==> src/rtl/burst_cas.sv <==
// burst_cas: column-command timing stage for the DDR4 controller.
// Holds one request from the activate/precharge sequencer. It waits out tRCD
// (after an ACT) or tCCD (after the previous CAS), then pulses the RD/WR
// command. It frames the data burst window after CL/CWL and reports idle back
// to the sequencer. All outputs come straight from flops.

module burst_cas #(
    parameter int tRCD         = 14,
    parameter int tCCD         = 4,
    parameter int CL           = 14,
    parameter int CWL          = 10,
    parameter int BURST_CYCLES = 4,
    parameter int CA_WIDTH     = 10,
    parameter int BG_WIDTH     = 2,
    parameter int BA_WIDTH     = 2
) (
    input  logic                                   clock_t,
    input  logic                                   reset_n,
    input  logic                                   act_rdy,
    input  logic                                   no_act_rdy,
    input  logic                                   act_rw,
    input  logic [BG_WIDTH-1:0]                    bg_addr,
    input  logic [BA_WIDTH-1:0]                    ba_addr,
    input  logic [CA_WIDTH-1:0]                    col_addr,
    output logic                                   cas_rdy,
    output logic                                   cas_rw,
    output logic [BG_WIDTH+BA_WIDTH+CA_WIDTH-1:0]  cas_reg,
    output logic                                   data_valid,
    output logic                                   data_rw,
    output logic                                   cas_idle,
    output logic                                   proto_err
);

    localparam int ADDR_W = BG_WIDTH + BA_WIDTH + CA_WIDTH;

    // The shared delay counter must reach the longest wait of any state
    // without wrapping. A TCCD wait can last up to tCCD cycles.
    localparam int MAX_A = (tRCD > CL) ? tRCD : CL;
    localparam int MAX_B = (CWL > BURST_CYCLES) ? CWL : BURST_CYCLES;
    localparam int MAX_C = (MAX_A > MAX_B) ? MAX_A : MAX_B;
    localparam int MAX_T = (MAX_C > tCCD) ? MAX_C : tCCD;
    localparam int CNT_W = $clog2(MAX_T + 1);
    localparam int CCD_W = $clog2(tCCD + 1);

    // The counter holds "cycles elapsed in this phase", starting at 1 on the
    // first cycle of the phase.
    localparam logic [CNT_W-1:0] TRCD_END  = CNT_W'(tRCD - 1);
    localparam logic [CNT_W-1:0] CL_END    = CNT_W'(CL - 1);
    localparam logic [CNT_W-1:0] CWL_END   = CNT_W'(CWL - 1);
    localparam logic [CNT_W-1:0] BURST_END = CNT_W'(BURST_CYCLES);
    localparam logic [CNT_W-1:0] CNT_ONE   = CNT_W'(1);
    localparam logic [CCD_W-1:0] CCD_MIN   = CCD_W'(tCCD - 1);
    localparam logic [CCD_W-1:0] CCD_SAT   = CCD_W'(tCCD);
    localparam logic [CCD_W-1:0] CCD_ONE   = CCD_W'(1);

    typedef enum logic [2:0] {
        CAS_IDLE,
        CAS_TRCD,
        CAS_TCCD,
        CAS_CMD,
        CAS_LAT,
        CAS_BURST
    } state_t;

    state_t              state;
    state_t              next_state;
    logic [CNT_W-1:0]    cnt;
    logic [CCD_W-1:0]    ccd_cnt;
    logic                req_rw;
    logic [ADDR_W-1:0]   req_addr;
    logic                accept;
    logic                lat_done;

    logic                cas_rdy_d;
    logic                data_valid_d;
    logic                data_rw_d;
    logic                cas_idle_d;
    logic                load_cas;

    assign accept   = (state == CAS_IDLE) && (act_rdy || no_act_rdy);
    assign lat_done = (cnt == (req_rw ? CWL_END : CL_END));

    // State register.
    // NOTE: every flop in this file uses <= so that all of them update together at the edge.
    always_ff @(posedge clock_t or negedge reset_n) begin
        if (!reset_n) begin
            state <= CAS_IDLE;
        end else begin
            state <= next_state;
        end
    end

    // Next-state decode. act_rdy has priority when both request pulses arrive.
    // NOTE: assigning a default first keeps this comb block from inferring a latch.
    always_comb begin
        next_state = state;
        unique case (state)
            CAS_IDLE: begin
                if (act_rdy) begin
                    next_state = CAS_TRCD;
                end else if (no_act_rdy) begin
                    next_state = CAS_TCCD;
                end
            end
            CAS_TRCD:  if (cnt == TRCD_END)    next_state = CAS_CMD;
            CAS_TCCD:  if (ccd_cnt >= CCD_MIN) next_state = CAS_CMD;
            CAS_CMD:   next_state = CAS_LAT;
            CAS_LAT:   if (lat_done)           next_state = CAS_BURST;
            CAS_BURST: if (cnt == BURST_END)   next_state = CAS_IDLE;
            default:   next_state = CAS_IDLE;
        endcase
    end

    // Output decode from the next state, so the output flops line up with the state.
    always_comb begin
        cas_rdy_d    = (next_state == CAS_CMD);
        load_cas     = (next_state == CAS_CMD);
        data_valid_d = (next_state == CAS_BURST);
        data_rw_d    = (next_state == CAS_BURST) && req_rw;
        cas_idle_d   = (next_state == CAS_IDLE);
    end

    // Output registers. These break every input-to-output combinational path.
    // NOTE: reset returns every output to its idle value at once, without waiting for a clock edge.
    always_ff @(posedge clock_t or negedge reset_n) begin
        if (!reset_n) begin
            cas_rdy    <= 1'b0;
            cas_rw     <= 1'b0;
            cas_reg    <= '0;
            data_valid <= 1'b0;
            data_rw    <= 1'b0;
            cas_idle   <= 1'b1;
        end else begin
            cas_rdy    <= cas_rdy_d;
            data_valid <= data_valid_d;
            data_rw    <= data_rw_d;
            cas_idle   <= cas_idle_d;
            if (load_cas) begin
                cas_rw  <= req_rw;
                cas_reg <= req_addr;
            end
        end
    end

    // Phase counter: 1 on entry to a new state, then counts up. Held at 0 while idle.
    always_ff @(posedge clock_t or negedge reset_n) begin
        if (!reset_n) begin
            cnt <= '0;
        end else if (next_state != state) begin
            cnt <= CNT_ONE;
        end else if (state == CAS_IDLE) begin
            cnt <= '0;
        end else begin
            cnt <= cnt + CNT_ONE;
        end
    end

    // CAS-to-CAS spacing counter: 0 in the CAS cycle, then saturates at tCCD.
    // The reset value is tCCD, so the first CAS after reset has no spacing constraint.
    always_ff @(posedge clock_t or negedge reset_n) begin
        if (!reset_n) begin
            ccd_cnt <= CCD_SAT;
        end else if (next_state == CAS_CMD) begin
            ccd_cnt <= '0;
        end else if (ccd_cnt != CCD_SAT) begin
            ccd_cnt <= ccd_cnt + CCD_ONE;
        end
    end

    // Capture the request type and target when the request is accepted.
    always_ff @(posedge clock_t or negedge reset_n) begin
        if (!reset_n) begin
            req_rw   <= 1'b0;
            req_addr <= '0;
        end else if (accept) begin
            req_rw   <= act_rw;
            req_addr <= {bg_addr, ba_addr, col_addr};
        end
    end

    // Sticky protocol error: a request while busy, or both request pulses at once.
    always_ff @(posedge clock_t or negedge reset_n) begin
        if (!reset_n) begin
            proto_err <= 1'b0;
        end else if (((state != CAS_IDLE) && (act_rdy || no_act_rdy)) ||
                     (act_rdy && no_act_rdy)) begin
            proto_err <= 1'b1;
        end
    end

endmodule

==> config.mk <==
export PLATFORM = sky130hd
export DESIGN_NAME = burst_cas
export DESIGN_NICKNAME = d
export VERILOG_FILES = /design/src/rtl/burst_cas.sv
export SDC_FILE = /design/constraint.sdc
export NUM_CORES = 1
export LEC_CHECK = 0
export BUFFER_PORTS_ARGS = -buffer_cell sky130_fd_sc_hd__buf_4
export CAP_MARGIN = 20
export CORE_UTILIZATION = 58
export DETAILED_ROUTE_END_ITERATION = 12
export GPL_TIMING_DRIVEN = 1
export PLACE_DENSITY = 0.92
export SETUP_SLACK_MARGIN = 0.1
export SYNTH_ARGS = -nofsm -noshare
export SYNTH_HDL_FRONTEND = slang
export SYNTH_SLANG_ARGS = --single-unit
==> constraint.sdc <==
create_clock -name clock_t -period 6.25 [get_ports clock_t]
set_input_delay 0.3125 -clock clock_t [delete_from_list [all_inputs] [get_ports clock_t]]
set_output_delay 0.3125 -clock clock_t [all_outputs]
set_load 0.01 [all_outputs]
==> summary.md <==
| Metric | Value |
|---|---|
| Clock latency on the worst-skew pair | 370 ps |
| Vias | 1,290 |
| Router iterations before antenna repair | 4 |
| Dominant cell by count in the synthesized netlist | dfrtp_1 |
| TritonCTS Buffers | 5 |
| Proportion of layout cells with a drive suffix above 1 | 0.455 |
| Core Box Area | 3150 sq um |
| Post-Route WL | 3760 um |
| Category of the worst setup path launch point | flip-flop |
| Overflow left after global routing | 0 |
| Max Fclk | 0.392 GHz |
| Global-route usage over all layers | 0.247 |
| Worst Path Class, Setup | flip-flop to flip-flop |
| Maximum number of pins on one net before global-route repair | 46 |
| Post-Route Setup TNS | 0 ps |
| Final hold violation count | 0 |
| Worst Reg2Reg Path Length in Cells | 6 |
| Top cell type's share of synthesized area | 0.544 |
| Total nets after synthesis | 171 |
| CTS tree | yes |
| Number of core rows | 20 |
| Worst Setup EP | cas_reg[8] |
| Reg-to-reg slack, setup | 3700 ps |
| Leak | 0.00111 uW |
| Die width | 60.4 um |
| Worst hold slack across all endpoints | 159 ps |
| Count of maximum capacitance violations | 0 |
| Final Cycle Share | 0.408 |
| Buffers added on ports | 38 |
| Clock tree buffer depth | 2 |
| Cell area after placement | 2290 sq um |
| Vias in the first global route | 1,322 |
| PwrDens | 497 nW/um^2 |
| Result of the run | finished, final reports clean |
| Final count of pins violating max slew | 0 |
| Arr. time, crit path | 2810 ps |
| Setup repair bufs after CTS | 0 |
| Maximum level of the CTS H-tree | 2 |
| Seq cells post-synth | 45 |
| Synthesis-to-finish area growth | 20.4% |
| Mean Syn Cell Area | 13.6 sq um |
| DIE AREA | 3650 sq um |
| Count of yosys warnings during synthesis | 0 |
| Initial Utilization | 0.628 |
| Height of the chip | 60.4 um |
| Routed length per instance | 16.2 um |
| Average vias per placed instance | 5.54 |
| Post-Synthesis Cells | 146 |
| Area leader, netlist | dfrtp_1 |
| Endpoint of the most critical register-to-register path | cas_reg[8] |
| Detailed Route Iter0 Violations | 52 |
| Remaining antenna violation count | 0 |
| Top post-synthesis cells by count | dfrtp_1, mux2_2, inv_1, nor2_1 |
| Fraction of registers with async set or reset after synthesis | 1.00 |
| Category of the worst setup path capture point | flip-flop |
| Register clock-pin slew on the reported worst setup and hold paths | 150 ps |
| Data required time at the worst endpoint | 6510 ps |
| Sequential element share of the synthesized area | 0.570 |
| First-pass GRT wire length | 6310 um |
| Worst-path fanout max | 19 |
| Routability Congestion | 0.894 |
| Launch point of the worst reg-to-reg path | cnt[1] |
| Post-route design area | 2380 sq um |
| Max stage delay cell, worst path | a211oi_4 |
| RSZ-0062 raised after global routing | no |
| Remaining routing DRC violations | 0 |
| Count of inserted antenna diode cells | 0 |
| Number of clock sinks seen by CTS | 45 |
| Number of flops mapped to enable cells by yosys | 0 |
| I/O pin cnt | 39 |
| Fill cell instance count of the final layout | 215 |
| Worst vdd ir | 0.303 mV |
| Worst setup path startpoint | cnt[1] |
| Top FF cell, synth | dfrtp_1 |
| Final total power | 1190 uW |
| Hpwl dp | 2710 um |
| Crit path time final | 2550 ps |
| Cells traversed along the worst timing path | inv_1, ha_1, nand4_1, or2_4, a211oi_4, mux2_2 |
| Worst Max-Slew Pin Slew | 1040 ps |
| Number of gates resized after cts | 0 |
| Worst setup skew after layout | 18.2 ps |
| Initial antenna violation count | 0 |
| Post-layout nets | 213 |
| Relative max-transition margin | 0.306 |
| Main area contributors after synthesis | dfrtp_1, mux2_2, mux2_4 |
| Count of final setup violators | 0 |
| Synthesized area | 1980 sq um |
| Delay contributed by the slowest stage of the critical path | 870 ps |
| Worst hold-check path type | input pin to flip-flop |
| Number of distinct library cells after synthesis | 37 |
| Clock Tree Root | clkbuf_4 |
| Final design utilization | 0.756 |
## where the power goes
part	total, uW	internal [uW]	switching [uW]
clock network	181	84.7	96.6
registers	536	430	106
logic	468	263	206
## routing by layer
| layer | global-route usage | share of wire | wire (um) | vias up |
|---|---|---|---|---|
| li1 | - | - | - | 600 |
| met1 | 0.302 | 0.42 | 1580 | 648 |
| met2 | 0.422 | 0.52 | 1960 | 38 |
| met3 | 0.0768 | 0.049 | 186 | 4 |
| met4 | 0.0779 | 0.011 | 43 | 0 |
| met5 | 0 | 0 | 0 | - |
## worst min-delay path by stage
| stage | start | endpoint | cells past startpoint |
|---|---|---|---|
| 3_5_place_dp | reset_n | cas_rw | 1 |
| 4_1_cts | col_addr[3] | req_addr[3] | 2 |
| 6_report | col_addr[3] | req_addr[3] | 2 |
| 2_1_floorplan | reset_n | cas_rdy | 0 |
| 5_1_grt | col_addr[3] | req_addr[3] | 2 |
| 3_3_place_gp | reset_n | cas_reg[12] | 1 |
## cell usage in the layout, fill, tap and decap left out, types with 2 or more instances in the layout
cell type / n
o21ai_0: 3
mux2_4: 6
xnor2_1: 2
xor2_1: 2
nand4_1: 3
buf_4: 38
mux2_2: 24
nor2_1: 7
clkbuf_4: 5
nand3_1: 5
inv_1: 7
nand2_1: 6
a211oi_1: 2
a21oi_1: 4
dfstp_2: 2
dfrtp_1: 43
ha_1: 6
## worst max-delay path, delay by kind of cell, from the launching register on
family	cells	cell delay (ps)
buf+inv	1	100
mux	1	420
compound gates	1	870
fa+ha+maj	1	170
flops	1	430
simple gates	2	450
## area by class of cell
type | instances | area [sq um] | share of cell area
clock buffer | 5 | 37.5 | 0.0157
inverter | 7 | 26.3 | 0.0110
tap | 44 | 55.1 | 0.0231
multi-input combinational | 90 | 795 | 0.333
clock inverter | 3 | 46.3 | 0.0194
timing repair buffer | 39 | 295 | 0.124
sequential | 45 | 1130 | 0.473
## kinds of logic after synthesis
group / Yosys count / synth area share
AO/OA/AOI/OAI: 17 / 0.0733
XOR/XNOR: 4 / 0.0177
adder cells (fa/ha/maj): 6 / 0.0379
buffers and inverters: 11 / 0.0284
flip-flops: 45 / 0.570
multiplexers: 30 / 0.182
AND/OR/NAND/NOR: 33 / 0.0904
## metrics by stage
step | instances | setup WS, ps
after floorplan | 146 | 4230
after detailed placement | 224 | 3710
after CTS | 233 | 3700
after global placement | 224 | 3850
after global routing | 233 | 3550
final | 233 | 3700
## timing repair
| item | 4_1_cts | 5_1_grt |
|---|---|---|
| endpoints found under the hold margin | 43 | 0 |
| hold buffers | 1 | 0 |
| endpoints found under the setup margin | 0 | 0 |
Power figures use the tool's default switching activity.
